File: config.mk
export PLATFORM = sky130hd
export DESIGN_NAME = output_writeback
export DESIGN_NICKNAME = d
export VERILOG_FILES = /design/src/rtl/output_writeback.sv
export SDC_FILE = /design/constraint.sdc
export NUM_CORES = 1
export LEC_CHECK = 0
export ABC_AREA = 1
export CORE_ASPECT_RATIO = 0.8
export CORE_MARGIN = 5
export CORE_UTILIZATION = 58
export DETAILED_ROUTE_END_ITERATION = 8
export GPL_TIMING_DRIVEN = 0
export MAX_ROUTING_LAYER = met4
export PLACE_DENSITY = 0.84
export SYNTH_ARGS = -nofsm -noshare
export SYNTH_HDL_FRONTEND = slang
export SYNTH_SLANG_ARGS = --single-unit
File: constraint.sdc
create_clock -name clk -period 4.9 [get_ports clk]
set_clock_uncertainty 0.05 [all_clocks]
set_input_delay 0.49 -clock clk [delete_from_list [all_inputs] [get_ports clk]]
set_output_delay 0.49 -clock clk [all_outputs]
set_load 0.01 [all_outputs]
File: src/rtl/output_writeback.sv
// output_writeback: takes result words from the co-processor, optionally clamps
// negatives to +0.0, buffers them in a small FIFO and writes them to consecutive
// output-memory addresses starting at a configured base. A one-cycle finish_sig
// pulse follows the write that commits the last configured word.
module output_writeback #(
    parameter int DATAWIDTH   = 32,
    parameter int O_ADDRWIDTH = 16,
    parameter int FIFO_DEPTH  = 8
) (
    input  logic                   clk,
    input  logic                   rstn,
    input  logic                   start_sig,
    input  logic [O_ADDRWIDTH-1:0] cfg_base_addr,
    input  logic [O_ADDRWIDTH:0]   cfg_num,
    input  logic                   cfg_relu_en,
    input  logic                   in_valid,
    input  logic [DATAWIDTH-1:0]   in_data,
    output logic                   in_ready,
    output logic                   mem_wr_en,
    output logic [O_ADDRWIDTH-1:0] mem_wr_addr,
    output logic [DATAWIDTH-1:0]   mem_wr_data,
    input  logic                   mem_wr_ready,
    output logic                   busy,
    output logic                   finish_sig
);

    localparam int PW = (FIFO_DEPTH > 1) ? $clog2(FIFO_DEPTH) : 1;
    localparam int CW = PW + 1;
    localparam int NW = O_ADDRWIDTH + 1;

    typedef enum logic [1:0] {
        S_IDLE,
        S_RUN,
        S_DONE
    } state_t;

    state_t                 state;
    logic [O_ADDRWIDTH-1:0] base_q;
    logic [NW-1:0]          num_q;
    logic                   relu_q;
    logic [NW-1:0]          acc_cnt;
    logic [NW-1:0]          wr_cnt;

    logic [DATAWIDTH-1:0]   fifo_mem [FIFO_DEPTH];
    logic [PW-1:0]          wr_ptr;
    logic [PW-1:0]          rd_ptr;
    logic [CW-1:0]          count;

    logic                   fifo_full;
    logic                   fifo_empty;
    logic                   push;
    logic                   pop;
    logic [DATAWIDTH-1:0]   push_data;
    logic [NW-1:0]          wr_cnt_next;

    // Handshakes, status flags and the write port, all derived from registered state
    always_comb begin
        fifo_full   = (count == CW'(FIFO_DEPTH));
        fifo_empty  = (count == '0);
        in_ready    = (state == S_RUN) && !fifo_full && (acc_cnt < num_q);
        mem_wr_en   = (state == S_RUN) && !fifo_empty;
        mem_wr_data = mem_wr_en ? fifo_mem[rd_ptr] : '0;
        mem_wr_addr = base_q + wr_cnt[O_ADDRWIDTH-1:0];
        push        = in_valid && in_ready;
        pop         = mem_wr_en && mem_wr_ready;
        push_data   = (relu_q && in_data[DATAWIDTH-1]) ? '0 : in_data;
        wr_cnt_next = wr_cnt + NW'(1);
        busy        = (state == S_RUN);
        finish_sig  = (state == S_DONE);
    end

    // Layer control: configuration latch, beat/write counters and state sequencing
    always_ff @(posedge clk or negedge rstn) begin
        if (!rstn) begin
            state   <= S_IDLE;
            base_q  <= '0;
            num_q   <= '0;
            relu_q  <= 1'b0;
            acc_cnt <= '0;
            wr_cnt  <= '0;
        end else begin
            case (state)
                S_IDLE: begin
                    if (start_sig) begin
                        base_q  <= cfg_base_addr;
                        num_q   <= cfg_num;
                        relu_q  <= cfg_relu_en;
                        acc_cnt <= '0;
                        wr_cnt  <= '0;
                        state   <= (cfg_num == '0) ? S_DONE : S_RUN;
                    end
                end
                S_RUN: begin
                    if (push) begin
                        acc_cnt <= acc_cnt + NW'(1);
                    end
                    if (pop) begin
                        wr_cnt <= wr_cnt_next;
                        if (wr_cnt_next == num_q) begin
                            state <= S_DONE;
                        end
                    end
                end
                S_DONE: begin
                    state <= S_IDLE;
                end
                default: begin
                    state <= S_IDLE;
                end
            endcase
        end
    end

    // FIFO pointers and occupancy; a reset discards any buffered words
    always_ff @(posedge clk or negedge rstn) begin
        if (!rstn) begin
            wr_ptr <= '0;
            rd_ptr <= '0;
            count  <= '0;
        end else begin
            if (push) begin
                wr_ptr <= wr_ptr + PW'(1);
            end
            if (pop) begin
                rd_ptr <= rd_ptr + PW'(1);
            end
            case ({push, pop})
                2'b10:   count <= count + CW'(1);
                2'b01:   count <= count - CW'(1);
                default: count <= count;
            endcase
        end
    end

    // FIFO storage; contents need no reset because the read port is gated by occupancy
    always_ff @(posedge clk) begin
        if (push) begin
            fifo_mem[wr_ptr] <= push_data;
        end
    end

endmodule

==> summary.md, run 1 <==
| Metric | Value |
|---|---|
| DRC | 0 |
| Worst slew pin tran | 1.01 ns |
| Ys Warns | 0 |
| Reg2Reg Depth | 13 |
| Worst rel slew slack | 32.2% |
| Launch point of the worst path | state[1] |
| IO Port Bufs | 122 |
| CP max stage delay | 0.58 ns |
| H-Tree Depth | 2 |
| Number of max-cap violations | 0 |
| Syn avg cell area | 10.4 sq um |
| Reg2Reg Launch Point | acc_cnt[2] |
| Total track usage | 28.8% |
| Die height | 156 um |
| Critical path buffer and inverter count | 3 |
| Starting Density | 59.1% |
| DR vias/cell | 6.00 |
| First-pass GRT wire length | 65600 um |
| Startpoint Class | register |
| Wire per inst | 20.5 um |
| Final ANT Viol Nets | 0 |
| TritonCTS Buffers | 34 |
| RSZ-0062 raised after global routing | false |
| Logic pwr share | 40.5% |
| Reg-to-Reg End | fifo_mem[5][2] |
| Placer Congestion | 0.915 |
| First-pass DRT Iterations | 5 |
| Area taken by flip-flops and latches | 9690 sq um |
| Clock-pin slew on the worst setup and hold paths | 0.06 ns |
| Count of final hold-check violations | 0 |
| Final wirelength | 42100 um |
| CTS tree | built |
| Total congestion overflow | 0 |
| Synth Net Count | 1607 |
| CP Class | reg -> out |
| Share of cells above drive strength 1 | 7.83% |
| Placed cells | 1997 |
| Initial antenna violation count | 0 |
| Fmax | 252 MHz |
| Critical path data arrival time | 3.43 ns |
| R2R Setup Slk | 1.08 ns |
| Total clock sinks | 336 |
| Worst hold path type | in -> async |
| Critical Path Fanout Max | 10 |
| Root Buffer | clkbuf_16 |
| Yosys top cell by area | edfxtp_1 |
| Power Density | 574 nW/um^2 |
| Status | finished clean |
| Post-synthesis instance area | 15600 sq um |
| Crit path max-delay cell type | clkdlybuf4s50_1 |
| Ant diodes | 0 |
| CP required | 4.36 ns |
| # IOs | 123 |
| Post-Syn Instances | 1496 |
| Number of enable flip-flop cells after synthesis | 256 |
| Net Sw Power | 4.04 mW |
| Multi-input gate area | 5150 sq um |
| Vias in the first global route | 12176 |
| Placed cell area | 17600 sq um |
| DR vias | 12328 |
| PostCTS Resize Cnt | 0 |
| Design area | 18700 sq um |
| Die area | 30200 sq um |
| Top Family by Delay on Critical Path | buffers and inverters |
| Fillers | 1795 |
| Fin crit share | 81.0% |
| CP cell instances | nor2_4 > inv_2 > a31oi_4 > clkbuf_1 > o21ai_0 > a31oi_1 > clkdlybuf4s50_1 |
| Sequential share of power | 35.6% |
| Final setup violation count | 0 |
| VDD IR-drop max | 0.427 mV |
| Core Region | 26300 sq um |
| Rows | 53 |
| Period minus WS final | 3.97 ns |
| Post-CTS Setup Bufs | 0 |
| Distinct cell type count after synthesis | 39 |
| Post-CTS Hold Buffers | 1 |
| Asr flop ratio synth | 23.8% |
| DP HPWL | 28800 um |
| Synth top area cells | edfxtp_1 (49%), dfrtp_1 (13%), nor2_1 (7.2%) |
| Largest net degree at the start of global routing | 53 |
| Area grow syn2layout | 20.0% |
| Clock power share | 23.9% |
| Leak Pwr | 7.33 nW |
| Slew Viols, Final | 0 |
| Sequential fraction of the synthesis area | 62.3% |
| Crit end category | output port |
| 1st-iter DRT viols | 1448 |
| Nets | 1788 |
| Sw Ratio | 37.7% |
| Internal power | 6.67 mW |
| CTS Buffer Depth | 3 |
| Fin cells | 2056 |
| Clk_lat worst skew | 0.51 ns |
| Ys flop type | edfxtp_1 |
| Area fraction of the dominant cell type after synthesis | 49.4% |
| Die Wd | 193 um |
| Synth Register Bits | 336 |
[synth_stat cells (4+ instances only)]
| cell type | number |
|---|---|
| nor2_1 | 298 |
| edfxtp_1 | 256 |
| o21ai_0 | 186 |
| nand2_1 | 163 |
| inv_1 | 122 |
| dfrtp_1 | 80 |
| nand3_1 | 58 |
| clkbuf_1 | 51 |
| ha_1 | 38 |
| a21oi_1 | 37 |
| o22ai_1 | 37 |
| a31oi_1 | 33 |
| xor2_1 | 30 |
| mux2_2 | 16 |
| nor3_1 | 14 |
| buf_2 | 11 |
| o22ai_2 | 10 |
| nand4_1 | 9 |
| xnor2_1 | 6 |
| buf_1 | 4 |
| nor2_4 | 4 |
| o21ai_1 | 4 |
[how the worst max path moves through the flow]
stage / slack [ns] / cells past startpoint / endpoint
3_5_place_dp: 1.22 / 13 / fifo_mem[5][10]
6_report: 0.93 / 7 / mem_wr_data[28]
2_1_floorplan: 0.53 / 10 / fifo_mem[7][0]
5_1_grt: 0.77 / 10 / mem_wr_addr[12]
3_3_place_gp: -1.51 / 10 / fifo_mem[1][10]
4_1_cts: 0.97 / 10 / mem_wr_addr[12]
[per-stage QoR]
stage               hold slack, ns  total power, mW  setup WS [ns]  util (%)  setup TNS [ns]
floorplan                    0.144             6.15          0.532         -               0
global placement             0.413             7.77          -1.51      65.4         -260.48
detailed placement           0.403             8.05           1.22      66.7               0
CTS                          0.411             10.7          0.970      70.9               0
global route                 0.451             11.2          0.775      70.9               0
finish                       0.408             10.7          0.930      70.9               0
[layer usage]
layer  global-route usage, %  up-vias  routed length, um
met4                    11.0        0               1440
li1                        -     5533                  -
met2                    44.4      807              19600
met3                    4.19      131               4470
met1                    39.3     5857              16600
met5                       -        -                  0
[power groups by stage]
stage / registers [mW] / logic (mW) / clock network [mW]
final: 3.81 / 4.34 / 2.56
after global routing: 3.84 / 4.69 / 2.70
after CTS: 3.80 / 4.28 / 2.57
after detailed placement: 3.85 / 4.20 / 0
after global placement: 3.86 / 3.91 / 0
after floorplan: 3.78 / 2.37 / 0
[cell type report]
| type | instances | share of cell area [%] |
|---|---|---|
| Sequential cell | 336 | 51.9 |
| Multi-Input combinational cell | 966 | 27.6 |
| Timing Repair Buffer | 145 | 8.17 |
| Clock buffer | 43 | 4.96 |
| Inverter | 125 | 2.51 |
| Tap cell | 357 | 2.39 |
| Buffer | 69 | 1.54 |
| Clock inverter | 15 | 0.885 |
[cell families after synthesis]
logic type | after synthesis | synth area share [%]
compound gates | 317 | 11.5
xor+xnor | 38 | 2.32
fa+ha+maj | 40 | 3.31
buf+inv | 194 | 4.87
flops | 336 | 62.3
mux | 16 | 1.16
simple gates | 555 | 14.5
[state kept, by name (all words and copies together) (netlist names)]
signal,count
fifo_mem,256
acc_cnt,17
num_q,17
wr_cnt,17
base_q,16
count,4
rd_ptr,3
wr_ptr,3
state,2
relu_q,1
[layout by cell type, fill, tap and decap left out, drive strengths merged, types with 2 or more instances in the layout]
cell type,instances
xnor2,6
buf,41
nand2,168
bufinv,3
nand4,9
mux2,16
dfrtp,80
nor3,14
nand3,58
xnor3,2
edfxtp,256
o21ai,191
xor2,30
a21oi,37
clkbuf,94
a21o,2
nor4,2
inv,125
clkinv,12
o31ai,2
ha,38
a31oi,34
o22ai,47
fa,2
nor2,304
clkdlybuf4s50,121
Power figures use the tool's default switching activity.
==> run 2: changes to the inputs <==
--- a/config.mk
+++ b/config.mk
@@ -8,11 +8,11 @@
 export ABC_AREA = 1
 export CORE_ASPECT_RATIO = 0.8
 export CORE_MARGIN = 5
-export CORE_UTILIZATION = 58
+export CORE_UTILIZATION = 53
 export DETAILED_ROUTE_END_ITERATION = 8
 export GPL_TIMING_DRIVEN = 0
 export MAX_ROUTING_LAYER = met4
-export PLACE_DENSITY = 0.84
+export PLACE_DENSITY = 0.81
 export SYNTH_ARGS = -nofsm -noshare
 export SYNTH_HDL_FRONTEND = slang
 export SYNTH_SLANG_ARGS = --single-unit
==> constraint.sdc (replaced) <==
create_clock -name clk -period 3.2 [get_ports clk]
set_clock_uncertainty 0.05 [all_clocks]
set_input_delay 0.32 -clock clk [delete_from_list [all_inputs] [get_ports clk]]
set_output_delay 0.32 -clock clk [all_outputs]
set_load 0.01 [all_outputs]
==> run 2 against run 1 <==
Combinational power is 62% higher. Flip-flop and latch count stayed put. Clock power grew 58%. Routed wire length is 2.9% higher. Critical path type is now reg -> reg. Largest cell class unchanged. Largest power group unchanged. Highest routed layer unchanged.
==> summary.md, run 2 (synthesis results as in run 1) <==
| Metric | Value |
|---|---|
| Clk_lat worst skew | 0.53 ns |
| Total track usage | 26.2% |
| Slew Viols, Final | 0 |
| Design area | 19500 sq um |
| Clock-pin slew on the worst setup and hold paths | 0.06 ns |
| Status | finished clean |
| Fmax | 314 MHz |
| Die Wd | 202 um |
| DR vias | 12314 |
| Startpoint Class | register |
| Most frequent cells in the layout | nor2_1 (296), edfxtp_1 (256), o21ai_0 (182) |
| Power Density | 868 nW/um^2 |
| Most common cell after layout, fill and taps aside | nor2_1 |
| Area grow syn2layout | 25.3% |
| CP Class | reg -> reg |
| Worst slew pin tran | 0.716 ns |
| Placer Congestion | 0.903 |
| Area taken by flip-flops and latches | 9700 sq um |
| H-Tree Depth | 2 |
| Final ANT Viol Nets | 0 |
| CTS Buffer Depth | 3 |
| Count of final hold-check violations | 0 |
| Critical Path Fanout Max | 12 |
| TritonCTS Buffers | 35 |
| # IOs | 123 |
| DP HPWL | 28500 um |
| First-pass GRT wire length | 65800 um |
| VDD IR-drop max | 0.449 mV |
| Wire per inst | 20.5 um |
| CP required | 3.56 ns |
| Largest net degree at the start of global routing | 52 |
| Crit end category | register |
| CTS tree | built |
| Rows | 56 |
| Period minus WS final | 3.18 ns |
| Fillers | 2067 |
| Final core utilization | 66.8% |
| Die height | 163 um |
| Initial antenna violation count | 1 |
| Worst hold path type | in -> async |
| Vias in the first global route | 11923 |
| Die area | 32900 sq um |
| Total clock sinks | 336 |
| Reg with most FFs | fifo_mem |
| Root Buffer | clkbuf_16 |
| RSZ-0062 raised after global routing | true |
| Number of max-cap violations | 0 |
| Worst rel slew slack | 52.3% |
| Final wirelength | 43400 um |
| 1st-iter DRT viols | 1617 |
| Critical path data arrival time | 3.54 ns |
| Multi-input gate area | 5330 sq um |
| DR vias/cell | 5.81 |
| Core Region | 29100 sq um |
| Max FFs per register | 256 |
| Leak Pwr | 7.94 nW |
| Fin crit share | 99.5% |
| IO Port Bufs | 122 |
| Total congestion overflow | 0 |
| Nets | 1826 |
| Share of cells above drive strength 1 | 13.8% |
| Placed cell area | 17600 sq um |
| Starting Density | 53.4% |
| First-pass DRT Iterations | 7 |
| Final setup violation count | 0 |
| Reg2Reg Depth | 18 |
| DRC | 0 |
## run 2: changes by cell type in the layout (fill, tap and decap cells not counted), moves of 8 or more
cell             delta
clkbuf_2           +16
dfrtp_1             -8
buf_6              -16
buf_4              +44
clkbuf_4           +13
clkbuf_1           -27
dlymetal6s2s_1     +22
buf_12              +8
dfrtp_2             +8
dlygate4sd2_1       +8
clkdlybuf4s50_1    -31
## run 2: area by class of cell
cell class | instances | area share [%]
Multi-Input combinational cell | 966 | 27.3
Timing Repair Buffer | 184 | 10.3
Antenna cell | 1 | 0.0128
Tap cell | 377 | 2.42
Buffer | 67 | 1.93
Inverter | 125 | 2.42
Clock buffer | 49 | 4.98
Sequential cell | 336 | 49.8
Clock inverter | 15 | 0.841
## run 2: final timing paths
check                            start   endpoint  slack, ns
setup / recovery             num_q[16]   count[3]       0.02
hold / removal                    rstn   state[0]       0.22
setup reg to reg             num_q[16]   count[3]       0.02
hold reg to reg               count[0]   count[0]       0.42
max in group asynchronous         rstn  wr_cnt[2]       2.25
min in group clk           cfg_num[14]  num_q[14]       0.32
## run 2: routing by layer
layer  track usage, %  wire length, um  vias to the layer above
li1                 -                -                     5629
met1             36.2            17800                     5798
met2             40.1            20000                      759
met3             4.21             4190                      128
met4             8.91             1450                        0
met5                -                0                        -
## run 2: worst max-delay path, stage by stage, from the launching register on
cell	delay, ns
dfrtp_1	0.36
inv_2	0.06
ha_1	0.31
a21oi_1	0.18
o21ai_0	0.11
nor2_1	0.14
nand4_1	0.25
nor2_4	0.21
buf_6	0.13
inv_4	0.08
ha_4	0.19
ha_1	0.27
nand2_1	0.07
nor2_1	0.05
a211oi_2	0.19
nor2_1	0.07
nor2_1	0.09
nand2_1	0.10
xor2_1	0.16
## run 2: power breakdown
| part | internal (mW) | switching, mW | total (mW) | leakage [nW] |
|---|---|---|---|---|
| registers | 5.42 | 0.431 | 5.85 | 3.33 |
| clock network | 2.38 | 1.68 | 4.05 | 0.555 |
| logic | 2.74 | 4.26 | 7.01 | 4.05 |
## run 2: through the flow
stage / setup WS [ns] / setup TNS, ns / hold slack [ns] / instances / power (mW)
after floorplan: -0.234 / -30.76 / -0.0256 / 1496 / 9.44
after global placement: -1.60 / -414.54 / 0.413 / 1995 / 12.0
after detailed placement: -0.419 / -37.13 / 0.242 / 2010 / 12.4
after CTS: -0.00519 / -0.00519 / 0.221 / 2099 / 16.6
after global routing: -0.168 / -0.269 / 0.261 / 2120 / 17.7
final: 0.0152 / 0 / 0.218 / 2120 / 16.9
## run 2: what timing repair did
item	4_1_cts	5_1_grt
setup endpoints to repair	257	171
resized for setup	81	68
hold buffers	1	0
pin swaps	14	16
endpoints found under the hold margin	29	0
buffers inserted	26	20
